===== src/rtl/biriscv_decode_queue_pkg.sv =====
// Shared core definitions for the fetch-to-decode queue: default depth,
// the NOP substituted for faulting fetches, and the stored entry layout.
package biriscv_decode_queue_pkg;

  localparam int          DQ_DEPTH_DEFAULT = 4;
  localparam logic [31:0] NOP_INSTR        = 32'h0000_0013;  // addi x0, x0, 0

  typedef struct packed {
    logic [31:0] pc;
    logic [31:0] instr;
    logic        fault;
  } dq_entry_t;

  // A faulting fetch carries no usable opcode, so the decoder sees a NOP
  // and relies on the fault flag to raise the exception.
  function automatic dq_entry_t make_entry(input logic [31:0] pc,
                                           input logic [31:0] instr,
                                           input logic        fault);
    dq_entry_t e;
    e.pc    = pc;
    e.instr = fault ? NOP_INSTR : instr;
    e.fault = fault;
    return e;
  endfunction

endpackage


===== src/rtl/biriscv_decode_queue.sv =====
// Circular instruction queue between fetch and decode. Head is presented from
// storage, so a pushed entry is visible one cycle later at the earliest.
module biriscv_decode_queue
  import biriscv_decode_queue_pkg::*;
#(
  parameter int DEPTH = DQ_DEPTH_DEFAULT
) (
  input  logic                     clk_i,
  input  logic                     rst_i,
  input  logic                     fetch_valid_i,
  input  logic [31:0]              fetch_pc_i,
  input  logic [31:0]              fetch_instr_i,
  input  logic                     fetch_fault_i,
  output logic                     fetch_accept_o,
  input  logic                     branch_request_i,
  output logic                     decode_valid_o,
  output logic [31:0]              decode_pc_o,
  output logic [31:0]              decode_instr_o,
  output logic                     decode_fault_o,
  input  logic                     decode_accept_i,
  output logic [$clog2(DEPTH):0]   level_o
);

  localparam int              PTR_W      = $clog2(DEPTH);
  localparam logic [PTR_W:0]  FULL_COUNT = (PTR_W + 1)'(DEPTH);

  dq_entry_t        mem_q [DEPTH];
  logic [PTR_W-1:0] wr_ptr_q;
  logic [PTR_W-1:0] rd_ptr_q;
  logic [PTR_W:0]   count_q;
  logic             push_w;
  logic             pop_w;
  dq_entry_t        head_w;

  // Accept depends only on registered occupancy, keeping fetch off the
  // decode/branch timing paths.
  assign fetch_accept_o = (count_q != FULL_COUNT);
  assign decode_valid_o = (count_q != '0);

  assign push_w = fetch_valid_i  && fetch_accept_o  && !branch_request_i;
  assign pop_w  = decode_valid_o && decode_accept_i && !branch_request_i;

  // NOTE: the storage array has no reset so it can map onto distributed RAM;
  // count_q alone decides which entries are live, so stale contents are harmless.
  always_ff @(posedge clk_i) begin
    if (push_w) mem_q[wr_ptr_q] <= make_entry(fetch_pc_i, fetch_instr_i, fetch_fault_i);
  end

  // Pointers wrap naturally because DEPTH is a power of two.
  always_ff @(posedge clk_i) begin
    if (rst_i || branch_request_i) begin
      wr_ptr_q <= '0;
      rd_ptr_q <= '0;
      count_q  <= '0;
    end else begin
      if (push_w) wr_ptr_q <= wr_ptr_q + PTR_W'(1);
      if (pop_w)  rd_ptr_q <= rd_ptr_q + PTR_W'(1);
      unique case ({push_w, pop_w})
        2'b10:   count_q <= count_q + (PTR_W + 1)'(1);
        2'b01:   count_q <= count_q - (PTR_W + 1)'(1);
        default: count_q <= count_q;
      endcase
    end
  end

  assign head_w         = mem_q[rd_ptr_q];
  assign decode_pc_o    = decode_valid_o ? head_w.pc    : 32'h0;
  assign decode_instr_o = decode_valid_o ? head_w.instr : 32'h0;
  assign decode_fault_o = decode_valid_o ? head_w.fault : 1'b0;
  assign level_o        = count_q;

endmodule


===== config.mk =====
export PLATFORM = sky130hd
export DESIGN_NAME = biriscv_decode_queue
export DESIGN_NICKNAME = d
export VERILOG_FILES = /design/src/rtl/biriscv_decode_queue_pkg.sv /design/src/rtl/biriscv_decode_queue.sv
export SDC_FILE = /design/constraint.sdc
export NUM_CORES = 1
export LEC_CHECK = 0
export CAP_MARGIN = 20
export CORE_AREA = 2 2 137 139
export DETAILED_ROUTE_END_ITERATION = 16
export DIE_AREA = 0 0 139 141
export GPL_ROUTABILITY_DRIVEN = 0
export HOLD_SLACK_MARGIN = 0.08
export PLACE_DENSITY = 0.92
export SYNTH_ARGS = -nofsm -noshare
export SYNTH_HDL_FRONTEND = slang
export SYNTH_SLANG_ARGS = --single-unit

===== constraint.sdc =====
create_clock -name clk_i -period 4.5 [get_ports clk_i]
set_input_delay 0.9 -clock clk_i [delete_from_list [all_inputs] [get_ports clk_i]]
set_output_delay 0.9 -clock clk_i [all_outputs]
set_load 0.1 [all_outputs]

==> flow_summary_export.csv, run 1 <==
group,metric,value,unit
die,rows,50,
power,p_comb_share,7.0,%
die,io_pins,140,
die,fp.dieH,141,um
setup_path,cp.depth,4,
grt,first_global_vias,5313,
power,p_sw_share,20.6,%
sta,rsz0062_at_grt,"false",
min_path,min_path_type,"flip-flop to flip-flop",
drt,drtPass1Iterations,4,
logic_synthesis,syn_nets,577,
drt,wirelength,19900,um
job,max_cap_violations,0,
sta,worst_pin_slew,1.01,ns
layout,final_nets,719,
outcome,status,"completed",
setup_path,worst-setup-path-type,"flip-flop to output pin",
grt,grt_overflow_total,0,
cts,cts_buffers,24,
placement,dp_hpwl,11500,um
sta,finalCriticalPeriod,3.55,ns
layout,final_common_cell,"edfxtp_1",
sta,setup_viol,0,
logic_synthesis,synth_seq_area_share,76.0,%
sta,maxSlewHeadroom,32.6,%
power,pwr-share-seq,53.2,%
power,power.internal,0.00418,W
logic_synthesis,synthCells,501,
cts,post_cts_buffers,0,
die,die_area,19600,um2
logic_synthesis,post_synth.cell_area_avg,21.0,um2
die,fp.dieW,139,um
setup_path,cp_top_family,"flip-flops",
logic_synthesis,synth_cell_types,26,
setup_path,start_kind,"flip-flop",
die,coreArea,18300,um2
power,clockPowerShare,39.8,%
drt,avgViaCountPerCell,5.77,
setup_path,rr_worst_depth,9,
grt,grt_pass1_wl,30400,um
logic_synthesis,async_reset_ff_share,0,%
logic_synthesis,ys.flop_type,"edfxtp_1",
min_path,hold_depth,2,
min_path,hp-start,"rd_ptr_q[0]",
drt,postRouteAntennaNets,0,
cts,tritoncts,"built",
power,power_density,412,nW/um2
layout,final_cells,894,
setup_path,critPathCaptureType,"output pin",
cts,htreeDepth,1,
placement,portBuffers,139,
setup_path,r2r_start,"level_o[2]",
setup_path,r2r-end,"level_o[2]",
logic_synthesis,ys_ff_latch,269,
die,initial_core_util,57.6,%
power,ir_drop,0.302,mV
sta,maxSlewViolCount,0,
layout,drive_above_1_share,27.1,%
cts,cts_sinks,269,
sta,fmax,282,MHz
sta,hold_viol,0,
placement,dp.cells,851,
setup_path,cpMaxStageDelayCell,"dfxtp_4",
setup_path,rrSetupSlack,1.88,ns
logic_synthesis,synth-edff-count,260,
setup_path,crit_path_max_incr_delay,0.78,ns
setup_path,crit_path_max_fanout,35,
cts,cts_resized,0,
sta,tns,0,ns
cts,clk_pin_slew,0.06,ns
min_path,min_to,"rd_ptr_q[0]",
logic_synthesis,ys_warn_count,0,
drt,route.detailed.drc,0,
grt,antenna_found_initial,0,
power,power.leakage,4.21,nW
setup_path,crit_arrival,2.65,ns
drt,drt-wirelength-per-cell,22.3,um
cts,cts_buffer_depth,3,
cts,clock_latency,0.51,ns
sta,fin_skew,0.0102,ns
setup_path,cp_cell_sequence,"buf_12 -> mux4_2 -> and2_1 -> buf_4",
logic_synthesis,syn_area,10500,um2
drt,drt_iter0_markers,425,
setup_path,worst-path-buf-inv,2,
layout,diodes,0,
layout,syn_to_final_growth,21.3,%
drt,num_vias,5157,
layout,layout_common_cells,"edfxtp_1, clkdlybuf4s50_1, buf_4, mux4_2, and2_1",
grt,grt_max_degree,66,
power,p_switching,0.00108,W
cts,cts_root_buf,"clkbuf_16",
grt,grt_use_total,20.2,%
sta,fin_crit_sh,78.9,%
setup_path,critPathRequiredTime,3.60,ns
cts,ctsHoldBuffers,0,
-- final cells by class --
cell class | instances | area, um2
sequential | 269 | 8000
clock buffer | 34 | 669
timing repair buffer | 142 | 1260
tap | 234 | 293
multi-input combinational | 200 | 2370
inverter | 6 | 22.5
fill | 1080 | 5510
clock inverter | 9 | 143
-- metal layers --
layer / routed length, um / track usage [%] / vias up
met5: 0 / 0 / -
met4: 256 / 4.47 / 0
met3: 1250 / 3.80 / 23
met2: 10400 / 34.9 / 202
met1: 8060 / 27.5 / 2672
li1: - / - / 2260
-- worst max path at each step --
stage | from | to
after floorplan | level_o[0] | decode_instr_o[22]
after global placement | branch_request_i | mem_q[2][9]
after detailed placement | branch_request_i | level_o[2]
after CTS | flip-flop | decode_instr_o[25]
after global routing | flip-flop | decode_instr_o[25]
final | flip-flop | decode_instr_o[25]
-- power groups by stage --
stage	registers [W]	clock network (W)	logic [W]
2_1_floorplan	0.00285	0	0.000233
3_3_place_gp	0.00285	0	0.000359
3_5_place_dp	0.00285	0	0.000369
4_1_cts	0.00280	0.00212	0.000372
5_1_grt	0.00280	0.00222	0.000388
6_report	0.00280	0.00209	0.000369
-- stage by stage --
stage | setup WS (ns) | total power (W) | utilization [%] | cell area (um2) | hold WS (ns)
after global routing | 0.774 | 0.00541 | 69.9 | 12800 | 0.600
after CTS | 0.847 | 0.00529 | 69.9 | 12800 | 0.567
final | 0.950 | 0.00526 | 69.9 | 12800 | 0.560
after global placement | 1.41 | 0.00320 | 65.4 | 11900 | 0.502
after detailed placement | 1.27 | 0.00322 | 65.4 | 11900 | 0.531
after floorplan | 0.490 | 0.00308 | - | 10500 | 0.485
-- logic make-up (layout without fill, tap and decap cells) --
kind of cell	after synthesis	after routing	synth area share (%)
and+or+nand+nor	117	117	6.81
adders and majority gates	6	6	0.785
DFF	269	269	76.0
buffers and inverters	32	191	1.67
muxes	65	65	13.9
AOI/OAI and AO/OA	8	8	0.535
xor gates and xnor gates	4	4	0.333
-- registers in the layout, indices dropped and copies added (netlist names), named ones only --
name,cells
level_o,3
rd_ptr_q,2
wr_ptr_q,2
mem_q,260
-- worst min-delay path, cell delays in order, from the launching register on --
cell     delay, ns
dfxtp_1       0.34
xor2_1        0.10
nor2_1        0.09
-- synth_stat cells, types with 2 or more instances --
cell type	instances	share of area, %
nor2b_1	30	1.8
or3_1	2	0.12
dfxtp_1	9	1.7
inv_1	6	0.21
buf_2	8	0.38
and3_1	4	0.24
and2_1	65	3.9
edfxtp_1	260	74
mux4_2	65	14
ha_1	5	0.59
clkbuf_1	12	0.43
nor2_1	8	0.29
or2_2	4	0.24
a21oi_1	3	0.14
xor2_1	4	0.33
buf_6	6	0.64
(Power assumes the default switching activity.)
==> run 2: changes to the inputs <==
--- a/config.mk
+++ b/config.mk
@@ -6,12 +6,12 @@
 export NUM_CORES = 1
 export LEC_CHECK = 0
 export CAP_MARGIN = 20
-export CORE_AREA = 2 2 137 139
+export CORE_AREA = 2 2 142 144
 export DETAILED_ROUTE_END_ITERATION = 16
-export DIE_AREA = 0 0 139 141
+export DIE_AREA = 0 0 144 146
 export GPL_ROUTABILITY_DRIVEN = 0
 export HOLD_SLACK_MARGIN = 0.08
-export PLACE_DENSITY = 0.92
+export PLACE_DENSITY = 0.87
 export SYNTH_ARGS = -nofsm -noshare
 export SYNTH_HDL_FRONTEND = slang
 export SYNTH_SLANG_ARGS = --single-unit
==> constraint.sdc (replaced) <==
create_clock -name clk_i -period 3.5 [get_ports clk_i]
set_input_delay 0.7 -clock clk_i [delete_from_list [all_inputs] [get_ports clk_i]]
set_output_delay 0.7 -clock clk_i [all_outputs]
set_load 0.1 [all_outputs]
==> run 2 against run 1 <==
Global-route usage fell by 0.87 points. Core utilization fell by 2.7 points. Sequential cell count stayed put. Non-clock buffer count up 12. Via count is 0.54% lower. Clock skew up 0.00090 ns. Critical path depth fell by 1. Clock power grew 29%. Hold slack worse by 0.037 ns. Combinational power grew 30%. Sequential power rose by 28%.
==> flow_summary_export.csv, run 2 (synthesis results as in run 1) <==
group,metric,value,unit
sta,rsz0062_at_grt,"false",
grt,grt_use_total,19.4,%
layout,syn_to_final_growth,23.4,%
cts,cts_sinks,269,
setup_path,crit_path_max_fanout,66,
cts,htreeDepth,1,
layout,top_register,"mem_q",
die,die_area,21000,um2
layout,fill_cells,1241,
placement,portBuffers,139,
setup_path,worst-path-buf-inv,1,
sta,tns,0,ns
min_path,min_path_type,"flip-flop to flip-flop",
setup_path,rr_worst_depth,9,
layout,final_nets,734,
layout,layout_common_cells,"edfxtp_1, buf_4, clkdlybuf4s50_1, mux4_2, and2_1",
sta,setup_viol,0,
drt,avgViaCountPerCell,5.44,
die,fp.dieW,144,um
placement,dp_hpwl,12300,um
layout,drive_above_1_share,29.4,%
sta,hold_viol,0,
drt,postRouteAntennaNets,0,
sta,maxSlewHeadroom,34.7,%
grt,grt_max_degree,67,
drt,route.detailed.drc,0,
setup_path,cp_top_family,"simple AND/OR/NAND/NOR gates",
power,ir_drop,0.328,mV
grt,first_global_vias,5414,
setup_path,cp_cell_sequence,"or3_2 -> and2_1 -> buf_4",
grt,antenna_found_initial,1,
cts,ctsHoldBuffers,0,
layout,postLayoutCoreUtil,67.1,%
layout,largest_reg_flops,260,
cts,cts_buffer_depth,3,
sta,finalCriticalPeriod,3.12,ns
die,initial_core_util,54.4,%
drt,drtPass1Iterations,4,
sta,fin_ws,0.380,ns
grt,grt_pass1_wl,30700,um
drt,num_vias,5129,
cts,clock_latency,0.51,ns
layout,final_common_cell,"edfxtp_1",
sta,maxSlewViolCount,0,
sta,worst_pin_slew,0.979,ns
power,power_density,521,nW/um2
setup_path,critPathRequiredTime,2.80,ns
placement,pre_cts_ws,0.490,ns
setup_path,crit_arrival,2.42,ns
setup_path,worst-setup-path-type,"flip-flop to output pin",
cts,cts_buffers,27,
job,max_cap_violations,0,
cts,post_cts_buffers,0,
cts,cts_resized,0,
cts,clk_pin_slew,0.06,ns
power,power.leakage,4.30,nW
die,io_pins,140,
setup_path,cp.depth,3,
sta,fin_skew,0.0111,ns
setup_path,crit_path_max_incr_delay,0.93,ns
cts,tritoncts,"built",
sta,fmax,321,MHz
die,fp.dieH,146,um
grt,grt_overflow_total,0,
setup_path,critPathCaptureType,"output pin",
cts,cts_root_buf,"clkbuf_16",
die,coreArea,19300,um2
drt,drt-wirelength-per-cell,21.0,um
setup_path,start_kind,"flip-flop",
drt,drt_iter0_markers,302,
die,rows,51,
sta,fin_crit_sh,89.1,%
outcome,status,"completed",
drt,wirelength,19800,um
min_path,hold_depth,2,
setup_path,cpMaxStageDelayCell,"or3_2",
## run 2: path summary, 6_finish.rpt
| path | from | endpoint | slack (ns) |
|---|---|---|---|
| min reg2reg | rd_ptr_q[1] | rd_ptr_q[1] | 0.52 |
| min | rd_ptr_q[1] | rd_ptr_q[1] | 0.52 |
| max reg2reg | level_o[2] | level_o[2] | 0.97 |
| max | level_o[1] | decode_instr_o[10] | 0.38 |
## run 2: power breakdown
part,total (W),leakage (nW),internal (W),switching [W]
sequential,0.00359,2.45,0.00358,0.0000128
clock,0.00269,0.399,0.00156,0.00114
combinational,0.000481,1.45,0.000172,0.000309
total,0.00677,4.30,0.00531,0.00146
## run 2: final cells by class
| type | instances | area (um2) | area share [%] |
|---|---|---|---|
| Inverter | 6 | 22.5 | 0.173 |
| Timing Repair Buffer | 154 | 1420 | 10.9 |
| Sequential cell | 269 | 8000 | 61.6 |
| Clock inverter | 18 | 150 | 1.16 |
| Multi-Input combinational cell | 200 | 2370 | 18.3 |
| Antenna cell | 1 | 2.50 | 0.0193 |
| Tap cell | 265 | 332 | 2.55 |
| Clock buffer | 29 | 683 | 5.26 |
## run 2: worst register-to-register path: cells and delay by family, from the launching register on
| kind | cells | cell delay (ns) |
|---|---|---|
| simple gates | 3 | 1.04 |
| fa+ha+maj | 2 | 0.56 |
| flops | 1 | 0.43 |
| xor+xnor | 1 | 0.16 |
| compound gates | 1 | 0.14 |
| buf+inv | 2 | 0.13 |
## run 2: per-stage QoR
stage	instance area, um2	power [W]	std cells	hold slack, ns
6_report	13000	0.00677	942	0.523
5_1_grt	13000	0.00698	941	0.564
4_1_cts	13000	0.00682	941	0.536
3_5_place_dp	12100	0.00414	894	0.519
3_3_place_gp	12100	0.00413	894	0.513
2_1_floorplan	10500	0.00396	501	0.485
## run 2: metal layers
metal | up-vias | global-route usage [%] | wire length [um]
met5 | - | 0 | 0
met4 | 0 | 4.26 | 279
met3 | 23 | 2.93 | 1270
met2 | 176 | 33.7 | 10600
met1 | 2628 | 26.1 | 7630
li1 | 2302 | - | -
==> run 3: changes to the inputs <==
--- a/config.mk
+++ b/config.mk
@@ -15,3 +15,4 @@
 export SYNTH_ARGS = -nofsm -noshare
 export SYNTH_HDL_FRONTEND = slang
 export SYNTH_SLANG_ARGS = --single-unit
+export TNS_END_PERCENT = 5
==> run 3 against run 2 <==
Global-route usage down 0.70 points. Sequential power about the same. Maximum frequency up 0.24%.
==> flow_summary_export.csv, run 3 (synthesis results as in run 1) <==
group,metric,value,unit
outcome,status,"completed",
cts,post_cts_buffers,0,
min_path,hp-start,"rd_ptr_q[0]",
min_path,hold_depth,2,
power,power_density,518,nW/um2
min_path,min_path_type,"flip-flop to flip-flop",
grt,grt_overflow_total,0,
layout,final-seq-area,8000,um2
cts,cts_buffers,26,
sta,finalCriticalPeriod,3.11,ns
die,die_area,21000,um2
layout,multi_input_area,2370,um2
drt,wirelength,19300,um
layout,drive_above_1_share,28.5,%
die,fp.dieH,146,um
sta,fin_skew,0.0194,ns
cts,cts_root_buf,"clkbuf_16",
sta,fmax,321,MHz
sta,maxSlewHeadroom,35.0,%
sta,hold_viol,0,
power,ir_drop,0.351,mV
sta,holdWs,0.540,ns
drt,route.detailed.drc,0,
min_path,min_to,"rd_ptr_q[0]",
drt,drt-wirelength-per-cell,20.6,um
setup_path,critPathCaptureType,"output pin",
sta,fin_crit_sh,88.9,%
cts,cts_sinks,269,
setup_path,crit_path_max_fanout,31,
cts,ctsHoldBuffers,0,
cts,cts_resized,0,
setup_path,crit_arrival,2.41,ns
setup_path,r2r-end,"level_o[2]",
placement,dp_hpwl,11400,um
sta,fin_ws,0.387,ns
layout,largest_reg_flops,260,
layout,top_register,"mem_q",
die,initial_core_util,54.4,%
setup_path,worst-setup-path-type,"flip-flop to output pin",
sta,tns,0,ns
cts,cts_buffer_depth,3,
grt,grt_max_degree,67,
layout,final_common_cell,"edfxtp_1",
setup_path,start_kind,"flip-flop",
drt,drt_iter0_markers,325,
die,io_pins,140,
grt,antenna_found_initial,0,
job,max_cap_violations,0,
placement,pre_cts_ws,0.504,ns
power,power.leakage,4.29,nW
sta,worst_pin_slew,0.972,ns
sta,rsz0062_at_grt,"false",
layout,syn_to_final_growth,23.0,%
grt,grt_pass1_wl,29900,um
sta,setup_viol,0,
setup_path,r2r_start,"level_o[2]",
grt,first_global_vias,5465,
cts,clock_latency,0.51,ns
drt,num_vias,5120,
layout,diodes,0,
cts,htreeDepth,1,
placement,portBuffers,139,
drt,postRouteAntennaNets,0,
layout,layout_common_cells,"edfxtp_1, buf_4, clkdlybuf4s50_1, mux4_2, and2_1",
grt,grt_use_total,18.7,%
setup_path,rr_worst_depth,9,
layout,final_nets,731,
die,fp.dieW,144,um
drt,drtPass1Iterations,4,
setup_path,rrSetupSlack,0.96,ns
drt,avgViaCountPerCell,5.46,
layout,fill_cells,1243,
die,coreArea,19300,um2
cts,clk_pin_slew,0.06,ns
die,rows,51,
sta,maxSlewViolCount,0,
setup_path,critPathRequiredTime,2.80,ns
cts,tritoncts,"built",
## run 3: cell count changes in the layout (fill, tap and decap cells not counted)
| cell | previous run | this run |
|---|---|---|
| diode_2 | 1 | 0 |
| clkinv_1 | 7 | 4 |
| clkinv_4 | 2 | 0 |
| clkinvlp_4 | 3 | 0 |
| clkbuf_1 | 2 | 9 |
| buf_4 | 76 | 74 |
## run 3: final cells by class
cell class                      count  share of cell area [%]
Sequential cell                   269                    61.8
Multi-Input combinational cell    200                    18.4
Timing Repair Buffer              152                    10.9
Clock buffer                       36                    5.48
Tap cell                          265                    2.56
Clock inverter                     10                   0.764
Inverter                            6                   0.174
## run 3: worst max path at each step
stage	endpoint	slack, ns	start
6_report	decode_instr_o[30]	0.39	flip-flop
5_1_grt	decode_instr_o[26]	0.23	flip-flop
4_1_cts	decode_pc_o[7]	0.28	level_o[0]
3_5_place_dp	level_o[2]	0.50	branch_request_i
3_3_place_gp	level_o[2]	0.69	branch_request_i
2_1_floorplan	mem_q[1][0]	-0.31	level_o[0]
## run 3: report_power, final
group / switching, W / total (W) / internal [W]
Combinational: 0.000306 / 0.000478 / 0.000172
Clock: 0.00108 / 0.00264 / 0.00156
Sequential: 0.0000132 / 0.00359 / 0.00358
Total: 0.00140 / 0.00671 / 0.00531
## run 3: metrics by stage
step | utilization (%) | instance area, um2 | cells | power, W
after floorplan | - | 10500 | 501 | 0.00396
after global placement | 62.6 | 12100 | 891 | 0.00412
after detailed placement | 62.6 | 12100 | 891 | 0.00414
after CTS | 66.8 | 12900 | 937 | 0.00677
after global routing | 66.9 | 12900 | 938 | 0.00692
final | 66.9 | 12900 | 938 | 0.00671
## run 3: worst max-delay path: stages, from the launching register on
cell     delay [ns]
dfxtp_4        0.58
buf_12         0.32
mux4_2         0.57
and2_1         0.18
buf_4          0.23
## run 3: layer usage
metal | GRT usage, % | part of all wire [%] | wire, um | vias up
met3 | 2.90 | 5.7 | 1090 | 19
met5 | 0 | 0 | 0 | -
met4 | 5.00 | 1.6 | 306 | 0
met2 | 31.4 | 51 | 9830 | 162
met1 | 25.8 | 42 | 8050 | 2639
li1 | - | - | - | 2300
